`src/rtl/fp_pkg.sv`:
```
// Shared floating-point datapath definitions: default widths, exponent limit,
// normalizer FSM states and the result flag bundle.
package fp_pkg;

    localparam int FP_EW = 8;
    localparam int FP_MW = 24;

    localparam logic [FP_EW-1:0] EXP_MAX = '1;

    typedef enum logic [1:0] {
        ST_IDLE = 2'd0,
        ST_NORM = 2'd1,
        ST_DONE = 2'd2
    } norm_state_t;

    typedef struct packed {
        logic zero;
        logic ovf;
        logic unf;
    } fp_flags_t;

endpackage

```
`src/rtl/fp_normalizer.sv`:
```
// Sequential post-add normalizer: one mantissa shift per cycle, exponent tracked
// alongside, with zero/overflow/underflow detection and valid/ready on both sides.
module fp_normalizer
    import fp_pkg::*;
#(
    parameter int EW = FP_EW,
    parameter int MW = FP_MW
) (
    input  logic          clk,
    input  logic          rst_n,
    input  logic          in_valid,
    output logic          in_ready,
    input  logic [EW-1:0] exp_in,
    input  logic [MW:0]   mant_in,
    output logic          out_valid,
    input  logic          out_ready,
    output logic [EW-1:0] exp_out,
    output logic [MW-1:0] mant_out,
    output logic          zero,
    output logic          ovf,
    output logic          unf
);

    localparam logic [EW-1:0] EXP_TOP = {EW{1'b1}};
    localparam logic [EW-1:0] EXP_ONE = EW'(1);

    norm_state_t   state_reg, state_next;
    logic [EW-1:0] exp_reg, exp_next;
    logic [MW:0]   mant_reg, mant_next;
    fp_flags_t     flags_reg, flags_next;
    logic [EW-1:0] exp_inc;

    always_ff @(posedge clk or negedge rst_n) begin
        if (!rst_n) begin
            state_reg <= ST_IDLE;
            exp_reg   <= '0;
            mant_reg  <= '0;
            flags_reg <= '0;
        end else begin
            state_reg <= state_next;
            exp_reg   <= exp_next;
            mant_reg  <= mant_next;
            flags_reg <= flags_next;
        end
    end

    // exp_reg is never EXP_TOP when the increment is used, so it cannot wrap.
    assign exp_inc = exp_reg + EXP_ONE;

    always_comb begin
        state_next = state_reg;
        exp_next   = exp_reg;
        mant_next  = mant_reg;
        flags_next = flags_reg;
        case (state_reg)
            ST_IDLE: begin
                if (in_valid) begin
                    exp_next   = exp_in;
                    mant_next  = mant_in;
                    flags_next = '0;
                    state_next = ST_NORM;
                end
            end
            ST_NORM: begin
                state_next = ST_DONE;
                if (exp_reg == EXP_TOP) begin
                    mant_next      = '0;
                    flags_next.ovf = 1'b1;
                end else if (mant_reg == '0) begin
                    exp_next        = '0;
                    flags_next.zero = 1'b1;
                end else if (mant_reg[MW]) begin
                    mant_next = mant_reg >> 1;
                    exp_next  = exp_inc;
                    if (exp_inc == EXP_TOP) begin
                        mant_next      = '0;
                        flags_next.ovf = 1'b1;
                    end
                end else if (mant_reg[MW-1]) begin
                    state_next = ST_DONE;
                end else if (exp_reg <= EXP_ONE) begin
                    exp_next       = '0;
                    flags_next.unf = 1'b1;
                end else begin
                    mant_next  = {mant_reg[MW-1:0], 1'b0};
                    exp_next   = exp_reg - EXP_ONE;
                    state_next = ST_NORM;
                end
            end
            ST_DONE: begin
                if (out_ready) begin
                    state_next = ST_IDLE;
                end
            end
            default: state_next = ST_IDLE;
        endcase
    end

    always_comb begin
        in_ready  = (state_reg == ST_IDLE);
        out_valid = (state_reg == ST_DONE);
        exp_out   = exp_reg;
        mant_out  = mant_reg[MW-1:0];
        zero      = flags_reg.zero;
        ovf       = flags_reg.ovf;
        unf       = flags_reg.unf;
    end

endmodule

```
`config.mk`:
```
export PLATFORM = sky130hd
export DESIGN_NAME = fp_normalizer
export DESIGN_NICKNAME = d
export VERILOG_FILES = /design/src/rtl/fp_pkg.sv /design/src/rtl/fp_normalizer.sv
export SDC_FILE = /design/constraint.sdc
export NUM_CORES = 1
export LEC_CHECK = 0
export CAP_MARGIN = 20
export CORE_ASPECT_RATIO = 0.75
export CORE_MARGIN = 2
export CORE_UTILIZATION = 29
export DETAILED_ROUTE_END_ITERATION = 12
export SETUP_SLACK_MARGIN = 0.3
export SYNTH_ARGS = -nofsm -noshare
export SYNTH_HDL_FRONTEND = slang
export SYNTH_SLANG_ARGS = --single-unit
```
`constraint.sdc`:
```
create_clock -name clk -period 2.68 [get_ports clk]
set_input_delay 0.536 -clock clk [delete_from_list [all_inputs] [get_ports clk]]
set_output_delay 0.536 -clock clk [all_outputs]
set_load 0.1 [all_outputs]
```
==> results_dict.tcl, run 1 <==
set metrics [dict create \
    use_met2_pct 23.88 \
    rows 32 \
    cts-root-buf "clkbuf_16" \
    grt_overflow 0 \
    reg2reg_slack_ns 0.32 \
    yosysMostFrequentCell "nand2_1" \
    dp_slack_ns -0.1074 \
    synth_cell_types 56 \
    ioPinCount 74 \
    antenna_found_initial 0 \
    status "complete, no violations" \
    die_h_um 92.05 \
    grt_max_degree 36 \
    max-cap-violations 0 \
    groute.usage.overall_pct 17.00 \
    wl_per_cell_um 17.84 \
    use_met1_pct 26.56 \
    rsz0062_at_grt "yes" \
    antennaDiodeCount 0 \
    fmax_mhz 424.2 \
    grt_pass1_vias 2702 \
    insertion_delay_ns 0.28 \
    synth_top_cell_area_share_pct 31.72 \
    synth_edf_count 0 \
    relSlewSlack_pct 50.54 \
    fin_ws_ns 0.3228 \
    grt_pass1_wl_mm 15.13 \
    synth_seq_area_share_pct 31.72 \
    cts.sinks 38 \
    hold_class "primary input to async pin" \
    slew_violations 0 \
    fin_crit_sh_pct 87.96 \
    wl_mm 9.383 \
    ys_warn_count 0 \
    h-tree-depth 2 \
    antenna_left 0 \
    area_growth_syn_to_layout_pct 31.22 \
    ys_top_cells_by_count "nand2_1, dfrtp_1, o31ai_1, buf_4, a41o_1" \
    synth_largest_area_cell "dfrtp_1" \
    place_congestion 0.8143 \
    cts_buffers 5 \
    grtUsageMet3_pct 3.296 \
    dr.pass1.iters 4 \
    cts_buffer_depth 2 \
    via_count 2791 \
    drc 0 \
    cp_max_fo 12 \
    largest_reg_flops 25 \
    fin_nets 430 \
    syn_nets 378 \
    cts_tree "built" \
    syn_area_um2 2998 \
    dp_hpwl_mm 6.412 \
    holdBufCountCts 0 \
    path_clk_slew_ns 0.06 \
    numPortBuffers 73 \
    avgSynthCellArea_um2 8.896 \
    setup_violations 0 \
    drt_iter0_drc 132 \
    n_fill_cell 1050 \
    worstPathRequired_ns 2.84 \
    synth-seq-cells 38 \
    clock_skew_ns 0.005927 \
    core_area_um2 10170 \
    synthArstFlopShare_pct 100.0 \
    worstPathArrival_ns 2.52 \
    syn_inst 337 \
    worst_pin_slew_ns 0.7419 \
    drive_above_1_share_pct 31.54 \
    viasPerCell 5.306 \
    worst-setup-path-type "flop to flop" \
    die_width_um 121.4 \
    min_period_ns 2.357 \
    top_usage_layer "met1" \
    initial_utilization_pct 29.48 \
    critPathLaunchType "flop" \
    critPathCaptureType "flop" \
    synthTopCellsByArea "dfrtp_1, mux2_2, nand2_1" \
    dieArea_um2 11170 \
    hold_viol_final 0 \
    synthFlopType "dfrtp_1" \
]
==> layer usage <==
layer	part of all wire (%)	vias up
met1	52	1342
met2	41	91
li1	-	1351
met5	0	-
met4	0.93	0
met3	6.0	7
==> kinds of logic after synthesis <==
family / synth area share, %
mux: 9.391
flops: 31.72
buf+inv: 11.06
fa+ha+maj: 1.670
compound gates: 26.34
simple gates: 19.83
==> layout by cell type (no fill, tap or decap), drive strengths merged, types with 8 or more instances in the layout <==
cell type,Yosys,routed
a41o,23,23
nor4,8,8
o31ai,28,28
nor2,15,16
dfrtp,38,38
nand2,63,63
clkdlybuf4s50,0,35
mux2,25,25
o21ai,16,16
buf,33,59
==> layout make-up <==
type / instances / area, um^2 / area share (%)
timing repair buffer: 94 / 798.3 / 20.29
clock inverter: 1 / 5.005 / 0.1272
sequential: 38 / 975.9 / 24.81
clock buffer: 7 / 142.6 / 3.626
inverter: 4 / 15.01 / 0.3817
tap: 136 / 170.2 / 4.326
multi-input combinational: 246 / 1827 / 46.44
==> timing repair <==
| action | in CTS | in global routing |
|---|---|---|
| setup buffers | 0 | 2 |
| endpoints found under the setup margin | 23 | 30 |
| pin swaps | 1 | 5 |
| gates resized for setup | 3 | 10 |
| cloned | 1 | 1 |
==> path summary, 6_finish.rpt <==
kind                                     end  depth (start not counted)  startpoint
worst min register to register           unf                          1         unf
worst max register to register   mant_reg[6]                          6  exp_out[0]
max in group asynchronous       mant_reg[12]                          2       rst_n
worst min-delay path              exp_out[0]                          1       rst_n
worst max-delay path             mant_reg[6]                          6  exp_out[0]
min in group clk                         unf                          1         unf
==> worst max-delay path: stages, from the launching register on <==
cell       delay (ns)
dfrtp_4          0.50
ha_2             0.20
buf_4            0.15
or4b_4           0.58
a2bb2oi_4        0.23
a41o_1           0.27
mux2_1           0.29
==> stage by stage <==
stage / hold WS (ns) / setup TNS (ns) / cells / utilization (%) / instance area [um^2]
6_report: 0.3178 / 0 / 526 / 38.68 / 3934
2_1_floorplan: 0.2404 / 0 / 337 / - / 3058
5_1_grt: 0.3838 / 0 / 526 / 38.68 / 3934
4_1_cts: 0.3429 / 0 / 523 / 37.96 / 3860
3_5_place_dp: 0.4935 / -2.168 / 514 / 36.16 / 3677
3_3_place_gp: 0.4895 / -0.7941 / 514 / 36.16 / 3677
Power of run 1 is left out: the tool's default activity adds up to more than one toggle a clock period on the data nets, which glitch-free logic cannot reach.
==> run 2: changes to the inputs <==
Settings changed: TNS_END_PERCENT set to 20.
==> run 2 against run 1 <==
Clock skew shrank 0.0012 ns. Utilization is 0.32 points lower. First-iteration DRC count up 80%. Non-clock buffer count down 3. Sequential share of layout area rose by 0.21 points. Setup slack improved by 0.018 ns. Cell area is 0.83% lower. Worst hold slack got worse by 0.19 ns. Largest cell class unchanged. Highest routed layer unchanged.
==> results_dict.tcl, run 2 (same netlist as run 1, synthesis figures left out) <==
set metrics [dict create \
    status "complete, no violations" \
    drc 0 \
    rows 32 \
    antennaDiodeCount 0 \
    cts_tree "built" \
    clock_skew_ns 0.004703 \
    wl_mm 9.228 \
    dp_hpwl_mm 6.449 \
    groute.usage.overall_pct 16.42 \
    wl_per_cell_um 17.75 \
    cts_buffer_depth 2 \
    fmax_mhz 427.4 \
    largest_reg_flops 25 \
    place_congestion 0.8580 \
    grt_pass1_vias 2668 \
    grt_max_degree 29 \
    die_h_um 92.05 \
    insertion_delay_ns 0.28 \
    area_growth_syn_to_layout_pct 30.13 \
    cp_max_fo 10 \
    slew_violations 0 \
    initial_utilization_pct 29.48 \
    ioPinCount 74 \
    max_stage_delay_ns 0.54 \
    numPortBuffers 73 \
    max-cap-violations 0 \
    die_width_um 121.4 \
    fin_nets 425 \
    antenna_left 0 \
    hold_class "primary input to async pin" \
    dieArea_um2 11170 \
    post_cts_buffers 0 \
    dr.pass1.iters 4 \
    fin_crit_sh_pct 87.30 \
    path_clk_slew_ns 0.06 \
    drive_above_1_share_pct 29.95 \
    cp.buffers_inverters 2 \
    rsz0062_at_grt "yes" \
    antenna_found_initial 0 \
    grt_pass1_wl_mm 14.69 \
    worstPathArrival_ns 2.50 \
    h-tree-depth 2 \
    worst-setup-path-type "flop to flop" \
    crit_family "compound AO/OA/AOI/OAI gates" \
    fin_setup_tns_ns 0 \
    critPathLaunchType "flop" \
    core_area_um2 10170 \
    critPathSlowestCell "or4_4" \
    setup_violations 0 \
    cts.sinks 38 \
    path_cells "inv_1 -> ha_4 -> o21bai_2 -> or4_4 -> o221ai_4 -> clkbuf_4 -> a2bb2oi_1 -> a21oi_1" \
    layout_common_cells "nand2_1, buf_4, clkdlybuf4s50_1" \
    drt_iter0_drc 237 \
    grt_overflow 0 \
    relSlewSlack_pct 61.80 \
    cts_buffers 5 \
    via_count 2788 \
    critPathCaptureType "flop" \
    cts-root-buf "clkbuf_16" \
    hold_viol_final 0 \
    min_period_ns 2.340 \
    layout_commonest_cell "nand2_1" \
    viasPerCell 5.362 \
    worstPathRequired_ns 2.84 \
    worst_pin_slew_ns 0.5651 \
]
## run 2: cell type report
cell class,count,area (um^2)
fill,1029,6269
multi-input combinational,244,1763
sequential,38,975.9
timing repair buffer,91,808.3
tap,136,170.2
clock buffer,6,138.9
clock inverter,1,30.03
inverter,4,15.01
## run 2: path summary, 6_finish.rpt
check                            from            to  slack, ns  cells after the start
max                        exp_out[0]    exp_out[0]       0.34                      8
min                             rst_n    exp_out[1]       0.13                      1
max reg2reg                exp_out[0]    exp_out[0]       0.34                      8
min reg2reg                       unf           unf       0.51                      1
max in group asynchronous       rst_n  mant_reg[11]       1.87                      2
min in group clk                  unf           unf       0.51                      1
## run 2: worst register-to-register path: stages, from the launching register on
cell,delay (ns)
dfrtp_4,0.53
inv_1,0.14
ha_4,0.16
o21bai_2,0.10
or4_4,0.54
o221ai_4,0.23
clkbuf_4,0.24
a2bb2oi_1,0.19
a21oi_1,0.09
## run 2: what timing repair did
action	4_1_cts	5_1_grt
setup endpoints to repair	3	25
pin swaps	0	1
hold buffers	0	0
resized for setup	2	5
gates cloned	0	1
## run 2: stage by stage
| step | util [%] | cells | hold slack (ns) | setup WS, ns | instance area (um^2) |
|---|---|---|---|---|---|
| after floorplan | - | 337 | 0.2404 | 0.2216 | 3053 |
| after global placement | 36.18 | 511 | 0.4352 | 0.3511 | 3680 |
| after detailed placement | 36.18 | 511 | 0.4357 | 0.2842 | 3680 |
| after CTS | 37.91 | 518 | 0.1336 | 0.3059 | 3855 |
| after global routing | 38.36 | 520 | 0.1501 | 0.2628 | 3901 |
| final | 38.36 | 520 | 0.1254 | 0.3404 | 3901 |
## run 2: metal layers
layer | wire (um) | track usage [%] | vias to the layer above
met5 | 0 | 0 | -
met2 | 3782 | 23.03 | 96
li1 | - | - | 1335
met1 | 4762 | 25.39 | 1344
met3 | 538 | 3.047 | 13
met4 | 144 | 4.310 | 0
Power of run 2 is left out for the same reason.
==> run 3: changes to the inputs <==
Settings changed: CTS_CLUSTER_DIAMETER set to 40.
==> results of run 3 <==
Same layout as run 2: the final DEF is identical, and so are final timing and power.
Power of run 3 is left out for the same reason.
